==> config.mk <==
export PLATFORM = sky130hd
export DESIGN_NAME = adsr_env
export DESIGN_NICKNAME = d
export VERILOG_FILES = /design/src/rtl/adsr_env.sv
export SDC_FILE = /design/constraint.sdc
export NUM_CORES = 1
export LEC_CHECK = 0
export ABC_CLOCK_PERIOD_IN_PS = 6300
export BUFFER_PORTS_ARGS = -buffer_cell sky130_fd_sc_hd__buf_2
export CAP_MARGIN = 20
export CORE_ASPECT_RATIO = 0.7
export CORE_MARGIN = 10
export CORE_UTILIZATION = 41
export CTS_CLUSTER_DIAMETER = 200
export DETAILED_ROUTE_END_ITERATION = 10
export SLEW_MARGIN = 30
export SYNTH_ARGS = -nofsm -noshare
export SYNTH_HDL_FRONTEND = slang
export SYNTH_SLANG_ARGS = --single-unit
==> constraint.sdc <==
create_clock -name clk -period 6.3 [get_ports clk]
set_clock_uncertainty 0.05 [all_clocks]
set_input_delay 1.26 -clock clk [delete_from_list [all_inputs] [get_ports clk]]
set_output_delay 1.26 -clock clk [all_outputs]
set_load 0.03 [all_outputs]
==> src/rtl/adsr_env.sv <==
// ADSR envelope generator: turns the note gate into a 16-bit gain ramp
// (attack/decay/sustain/release) that is updated on a prescaled tick.
module adsr_env #(
  parameter int unsigned CLKSPEED = 50_000_000,
  parameter int unsigned TICK_HZ  = 10_000
) (
  input  logic        clk,
  input  logic        rst_n,
  input  logic        gate,
  input  logic [15:0] attack_step,
  input  logic [15:0] decay_step,
  input  logic [15:0] sustain_level,
  input  logic [15:0] release_step,
  output logic [15:0] amp_out,
  output logic [2:0]  stage,
  output logic        busy
);

  localparam int unsigned DIV = CLKSPEED / TICK_HZ;
  localparam int unsigned CW  = $clog2(DIV);

  typedef enum logic [2:0] {
    IDLE    = 3'd0,
    ATTACK  = 3'd1,
    DECAY   = 3'd2,
    SUSTAIN = 3'd3,
    RELEASE = 3'd4
  } stage_t;

  stage_t        state_q, state_d;
  logic [15:0]   level_q, level_d;
  logic          gate_q;
  logic [CW-1:0] presc_q;
  logic          tick, rise, fall;
  logic [16:0]   att_sum, dec_diff, rel_diff;

  assign tick = (presc_q == CW'(DIV - 1));
  assign rise = gate & ~gate_q;
  assign fall = ~gate & gate_q;

  // State, level, gate history and free-running prescaler registers.
  always_ff @(posedge clk) begin
    if (!rst_n) begin
      state_q <= IDLE;
      level_q <= '0;
      gate_q  <= 1'b0;
      presc_q <= '0;
    end else begin
      state_q <= state_d;
      level_q <= level_d;
      gate_q  <= gate;
      presc_q <= tick ? '0 : presc_q + 1'b1;
    end
  end

  // Next stage and level: gate edges take precedence and freeze the level
  // for that cycle; otherwise the per-stage ramp runs on tick.
  always_comb begin
    state_d  = state_q;
    level_d  = level_q;
    att_sum  = {1'b0, level_q} + {1'b0, attack_step};
    dec_diff = {1'b0, level_q} - {1'b0, decay_step};
    rel_diff = {1'b0, level_q} - {1'b0, release_step};
    if (rise) begin
      state_d = ATTACK;
    end else if (fall && (state_q == ATTACK || state_q == DECAY ||
                          state_q == SUSTAIN)) begin
      state_d = RELEASE;
    end else begin
      case (state_q)
        IDLE:    level_d = '0;
        SUSTAIN: level_d = sustain_level;
        ATTACK: begin
          if (tick) begin
            if (attack_step == '0 || att_sum[16]) level_d = '1;
            else                                  level_d = att_sum[15:0];
            if (level_d == '1) state_d = DECAY;
          end
        end
        DECAY: begin
          if (tick) begin
            if (decay_step == '0 || dec_diff[16] || dec_diff[15:0] < sustain_level)
              level_d = sustain_level;
            else
              level_d = dec_diff[15:0];
            if (level_d == sustain_level) state_d = SUSTAIN;
          end
        end
        RELEASE: begin
          if (tick) begin
            if (release_step == '0 || rel_diff[16]) level_d = '0;
            else                                    level_d = rel_diff[15:0];
            if (level_d == '0) state_d = IDLE;
          end
        end
        default: begin
          state_d = IDLE;
          level_d = '0;
        end
      endcase
    end
  end

  assign amp_out = level_q;
  assign stage   = state_q;
  assign busy    = (state_q != IDLE);

endmodule

* Word-level counts from Yosys, hierarchy flattened
Index checks and enable logic that the tools add are counted.
** Cells by class
- Reduce and logical (&&, ||, !) cells :: 21
- Equal/unequal tests :: 27
- Add/sub/neg operators :: 4
- Magnitude comparators :: 1
- Bitwise operators :: 8
- Muxes and demuxes :: 28
** Operators with widths (number)
- two-way mux 16 bit :: 18
- logical NOT 16 bit :: 4
- case mux 16 bit (4 select lines) :: 1
- subtractor 16 x 16 -> 17 bit :: 2
- two-way mux 3 bit :: 7
- AND reduction 7 bit :: 3
- adder 16 x 16 -> 17 bit :: 1
- equality test 16 bit :: 1
- equality test 16 bit, second input constant :: 1
- < comparator 16 bit :: 1
- adder 13 x 1 -> 13 bit, second input constant :: 1
- equality test 13 bit, second input constant :: 1
- case mux 3 bit (4 select lines) :: 1
- inequality test 3 x 1 -> 1 bit, second input constant :: 3
- inequality test 2 bit, second input constant :: 4
- inequality test 4 x 2 -> 1 bit, second input constant :: 2
- inequality test 4 x 3 -> 1 bit, second input constant :: 2
- inequality test 4 bit, second input constant :: 2
- equality test 3 x 2 -> 1 bit, second input constant :: 2
- logical OR 1 bit :: 6
- inequality test 2 x 1 -> 1 bit, second input constant :: 3
- inequality test 3 x 2 -> 1 bit, second input constant :: 2
- inequality test 3 bit, second input constant :: 2
- NOT 1 bit :: 6
- 10 further kinds :: 13
** Storage, ports and cells
- Output and inout bits :: 20
- Bits in registers :: 33
- Logic and storage cells :: 95
- Input port bits :: 67

* Depth between registers and ports, before layout
- Depth after elaboration :: 14
- Mapped depth :: 21
- Gate-level depth less buffers :: 19

* Worst setup path before layout
Ideal clock, no wire load.
- Kind :: input port to flip-flop
- Start point :: in decay_step[6]
- End point :: reg level_q[11], in the netlist amp_out[11]
- Path buffers :: 3
- Setup time :: 127 ps
- Required time :: 6123 ps
- Arrival time :: 4697 ps
- Slack :: 1426 ps
- Stages :: 18
- Cells stage by stage :: inv_1 > ha_1 > clkbuf_1 > a2111o_1 > o21a_1 > a21oi_2 > o21bai_1 > xor2_1 > ha_1 > a21o_1 > a211oi_1 > o21ai_0 > and4_1 > buf_2 > buf_6 > mux2_1 > a222oi_1 > o21ai_1
** Between the ends
- Longest elaborated chain between the ends :: 10
- Elaborated cells on any way between the ends :: 12
- Classes of those cells :: 1 x add/sub; 1 x order compare; 7 x mux; 3 x reduce/logical
** RTL lines
- from (decl) :: line 11 : input logic [15:0] decay_step,
- subtractor 16 x 16 -> 17 bit or logical NOT 16 bit (tied branches) :: line 62, 82
- < comparator 16 bit or logical OR 1 bit (tied branches) :: line 82 : if (decay_step == '0 || dec_diff[16] || dec_diff[15:0] < sustain_level)
- logical OR 1 bit :: line 82
- two-way mux 16 bit (*) :: line 82
- two-way mux 16 bit (*) :: line 81 : if (tick) begin
- two-way mux 16 bit (*) :: line 70 : case (state_q)
- two-way mux 16 bit (*) :: line 66 : end else if (fall && (state_q == ATTACK || state_q == DECAY ||
- two-way mux 16 bit (*) :: line 64 : if (rise) begin
- two-way mux 16 bit (*) :: line 81
- case mux 16 bit (4 select lines) (*) :: line 70
- to (signal assigned) :: line 50 : level_q <= level_d;
- to (decl) :: line 31 : logic [15:0] level_q, level_d;
Every way passes the cells marked *; elsewhere a longest branch is shown, timed or not. The select of a mux whose other input is x is not followed.
A chain may end at the register's enable or synchronous reset.

* Worst setup path after layout
- Start point :: in decay_step[6]
- End point :: reg level_q[4], in the netlist amp_out[4]
** Between the ends
- Longest elaborated chain between the ends :: 10
- Elaborated cells on any way between the ends :: 12
- Classes of those cells :: 1 x add/sub; 1 x order compare; 7 x mux; 3 x reduce/logical
** RTL lines (line)
- subtractor 16 x 16 -> 17 bit or logical NOT 16 bit (tied branches) :: 62, 82
- < comparator 16 bit or logical OR 1 bit (tied branches) :: 82
- logical OR 1 bit (*) :: 82
- two-way mux 16 bit (*) :: 82
- two-way mux 16 bit (*) :: 81
- two-way mux 16 bit (*) :: 70
- two-way mux 16 bit (*) :: 66
- two-way mux 16 bit (*) :: 64
- two-way mux 16 bit (*) :: 81
- case mux 16 bit (4 select lines) (*) :: 70
Marks and branches as above.

==> results.md <==
- CTS H-tree lvls: 2
- DRT antenna net count: 0
- Switch share: about a third
- Design Power: about 0.75 mW
- Worst R2R End: amp_out[4]
- Cts bufs inserted: 5
- Number of diodes: 0
- RR Startpoint: amp_out[1]
- Post-CTS repair timing setup buffer count: 0
- Top-count cell post-synth: nand2_1
- Clk network pwr share: roughly 40%
- Vias in the first global route: between 5000 and 6000
- CTS tree: done
- Cells after Synth: approximately 700
- Clock Latency Late Sink: 0.29 ns
- Gr ovfl total: 0
- Reg clk slew, reported paths: 0.07 ns
- First-pass GRT wire length: about 29000 um
- Worst setup SP type: input port
- Ys flop type: dfxtp_1
- Count of buffer and inverter cells on the critical path: 2
- WL final: 18820 um
- Die width: around 160 um
- Initial antenna violation count: 0
- Worst R2R Path Depth: 17
- Maxcap violations: 0
- Multi-input logic area: between 4000 and 5000 um2
- Hold_buf cts: 0
- Largest net degree at the start of global routing: 19
- Endpoints failing setup: 0
- Gpl congestion: just over 0.9
- Critical-path top delay cell: and4_1
- Seq/Total Area, Yosys: ~12%
- Post-synth EDFFs: 0
- Met3 Use GR: 4.998%
- GRT Util Overall: approximately a fifth
- Req. time, crit path: between 6 and 7 ns
- Drt pass-1 iters: 5
- Cell Area, Synth: ~5400 um2
- Period minus WS final: ~5.4 ns
- Hold Startpoint: presc_q[0]
- Layout area overhead: 12.18%
- Setup tns final: 0 ns
- Int Pwr: ~0.50 mW
- DR DRC count: 0
- Drt via density: around 6
- Die Area: 18210 um2
- R2r setup slk: ~1.5 ns
- Largest cells by area after synthesis: ha_1, dfxtp_1, nand2_1, inv_1, xor2_1
- WS Path Type: in2reg
- GR Util met1: roughly 30%
- Core ar.: ~13000 um2
- Worst slew pin tran: about 0.85 ns
- Clock sink count: 33
- DR iter-0 viols: between 400 and 500
- DP Wirelength: approximately 16000 um
- Synth top cells by count: nand2_1, inv_1, ha_1
- Syn Nets: 855
- Top-area cell type share of the netlist area: around 15%
- Avg WL per Cell: approximately 20 um
- Worst vdd ir: ~0.000095 V
- Worst path cell trace: buf_2 -> inv_1 -> ha_1 -> a2111o_1 -> o21a_1 -> a21oi_2 -> xnor2_1 -> ha_1 -> nand3_1 -> a31oi_1 -> a221oi_1 -> o21ai_0 -> and4_1 -> mux2_2 -> a222oi_1 -> o21ai_0
- Number of max-slew violations in the final report: 0
- Register area: 660.6 um2
- Max Fclk: between 0.15 and 0.2 GHz
- Post-CTS Resized: 0
- Static Leak: between 2 and 3 nW
- Sequential share of power: between 20% and 30%
- Power Dens Cells: between 100 and 150 nW/um2
- Number of synthesized register bits: 33
- Comb pwr share: 30.9%
- Final period utilization: between 80% and 90%
- Worst hold path stage count: 1
- Tightest Hold Check Type: reg2reg
- Clock root cell: clkbuf_16
- Fraction of layout cells with a size suffix above 1: approximately 18%
- CP top delay family: compound AO/OA/AOI/OAI gates
- Starting Density: between 40 and 50%
- GR Util met2: between 20% and 30%
- Fin. Hold Viols: 0
- Cell taking the most area after synthesis: ha_1
- Num rows: 34
- RSZ-0062 raised after global routing: false
- Crit-path max FO: 17
- # IOs: 87
- Final #Nets: between 900 and 1000
- Status: complete, no violations
- Die height: 116.0 um
- CP endpoint kind: flip-flop
- Crit-path max cell delay: approximately 0.8 ns
- Syn_area_per_cell: approximately 7.5 um2
- CP arrival: ~5.5 ns
- Netlist cell types: 91
- Asr flop ratio synth: 0%
- Hold EP: presc_q[0]
- Slew headroom: roughly 43%
- Synth warnings: 0
- Filler Cells Inserted: approximately 1300
- Clock buffer depth: 2
- Vias: 5700
- GRT busiest layer: met1
- Port bufs: 86
- Psw: ~0.25 mW
flip-flops by register name (all words and copies together), names as in the netlist:
name	cells
stage	3
gate_q	1
amp_out	16
presc_q	13
how the worst max path moves through the flow:
stage          slack [ns]          end           from  depth (start not counted)
6_report             0.95   amp_out[4]  decay_step[6]                         16
4_1_cts              1.01   amp_out[4]  decay_step[0]                         18
5_1_grt              0.68  amp_out[10]  decay_step[0]                         19
3_5_place_dp         0.70   amp_out[4]  decay_step[0]                         18
3_3_place_gp         0.89   amp_out[6]  decay_step[0]                         18
2_1_floorplan        1.43  amp_out[11]  decay_step[6]                         18
layout make-up:
| type | count | area share, % |
|---|---|---|
| clock buffer | 6 | 2.296 |
| clock inverter | 2 | 0.6205 |
| inverter | 68 | 4.219 |
| multi-input combinational | 595 | 71.35 |
| sequential | 33 | 10.92 |
| tap | 162 | 3.351 |
| timing repair buffer | 87 | 7.239 |
layout by cell type (no fill, tap or decap), types with 27 or more instances in the layout:
cell type	n
o21ai_0	27
xor2_1	28
dfxtp_1	33
inv_1	68
buf_2	86
ha_1	64
nor2_1	54
nand2_1	70
a21oi_1	34
power groups by stage:
stage | sequential [mW] | clock, mW | combinational [mW]
after detailed placement | 0.220 | 0 | 0.226
after CTS | 0.216 | 0.306 | 0.228
final | 0.216 | 0.303 | 0.232
after global routing | 0.216 | 0.316 | 0.255
after global placement | 0.220 | 0 | 0.222
after floorplan | 0.220 | 0 | 0.150
worst register-to-register path, stage by stage (launching register included):
cell and delay [ns]:
dfxtp_1 0.51, inv_1 0.19, fa_1 0.46, nor2b_1 0.16, o221a_2 0.25, o21a_1 0.22, nor2_1 0.08, xnor2_1 0.15
ha_1 0.30, nor2b_1 0.11, o21ai_0 0.09, a31oi_1 0.21, a221oi_1 0.13, o21ai_0 0.18, and4_1 0.78, mux2_2 0.43
a222oi_1 0.25, o21ai_0 0.10
stage by stage:
step           setup WS (ns)  cell area [um2]  std cells  util (%)  hold WS [ns]
4_1_cts                1.010             6050        953     47.88        0.4232
3_5_place_dp          0.7003             5873        945     46.48        0.4160
5_1_grt               0.6770             6050        953     47.88        0.4558
3_3_place_gp          0.8856             5871        945     46.46        0.3953
2_1_floorplan          1.426             5393        721         -        0.3799
6_report              0.9484             6050        953     47.88        0.4224
routing by layer:
metal | vias up | part of all wire [%]
met5 | - | 0
met3 | 8 | 8.6
met4 | 0 | 0.71
li1 | 2789 | -
met2 | 206 | 40
met1 | 2697 | 51
cell families (layout without fill, tap and decap cells):
| kind of cell | after synthesis | in the layout | share of synthesized area, % |
|---|---|---|---|
| mux | 20 | 20 | 4.060 |
| flops | 33 | 33 | 12.25 |
| buf+inv | 93 | 163 | 7.749 |
| compound gates | 194 | 194 | 25.99 |
| xor+xnor | 55 | 55 | 9.443 |
| simple gates | 259 | 259 | 24.55 |
| fa+ha+maj | 67 | 67 | 15.96 |
Note: power is estimated with default switching activity, not from simulation.
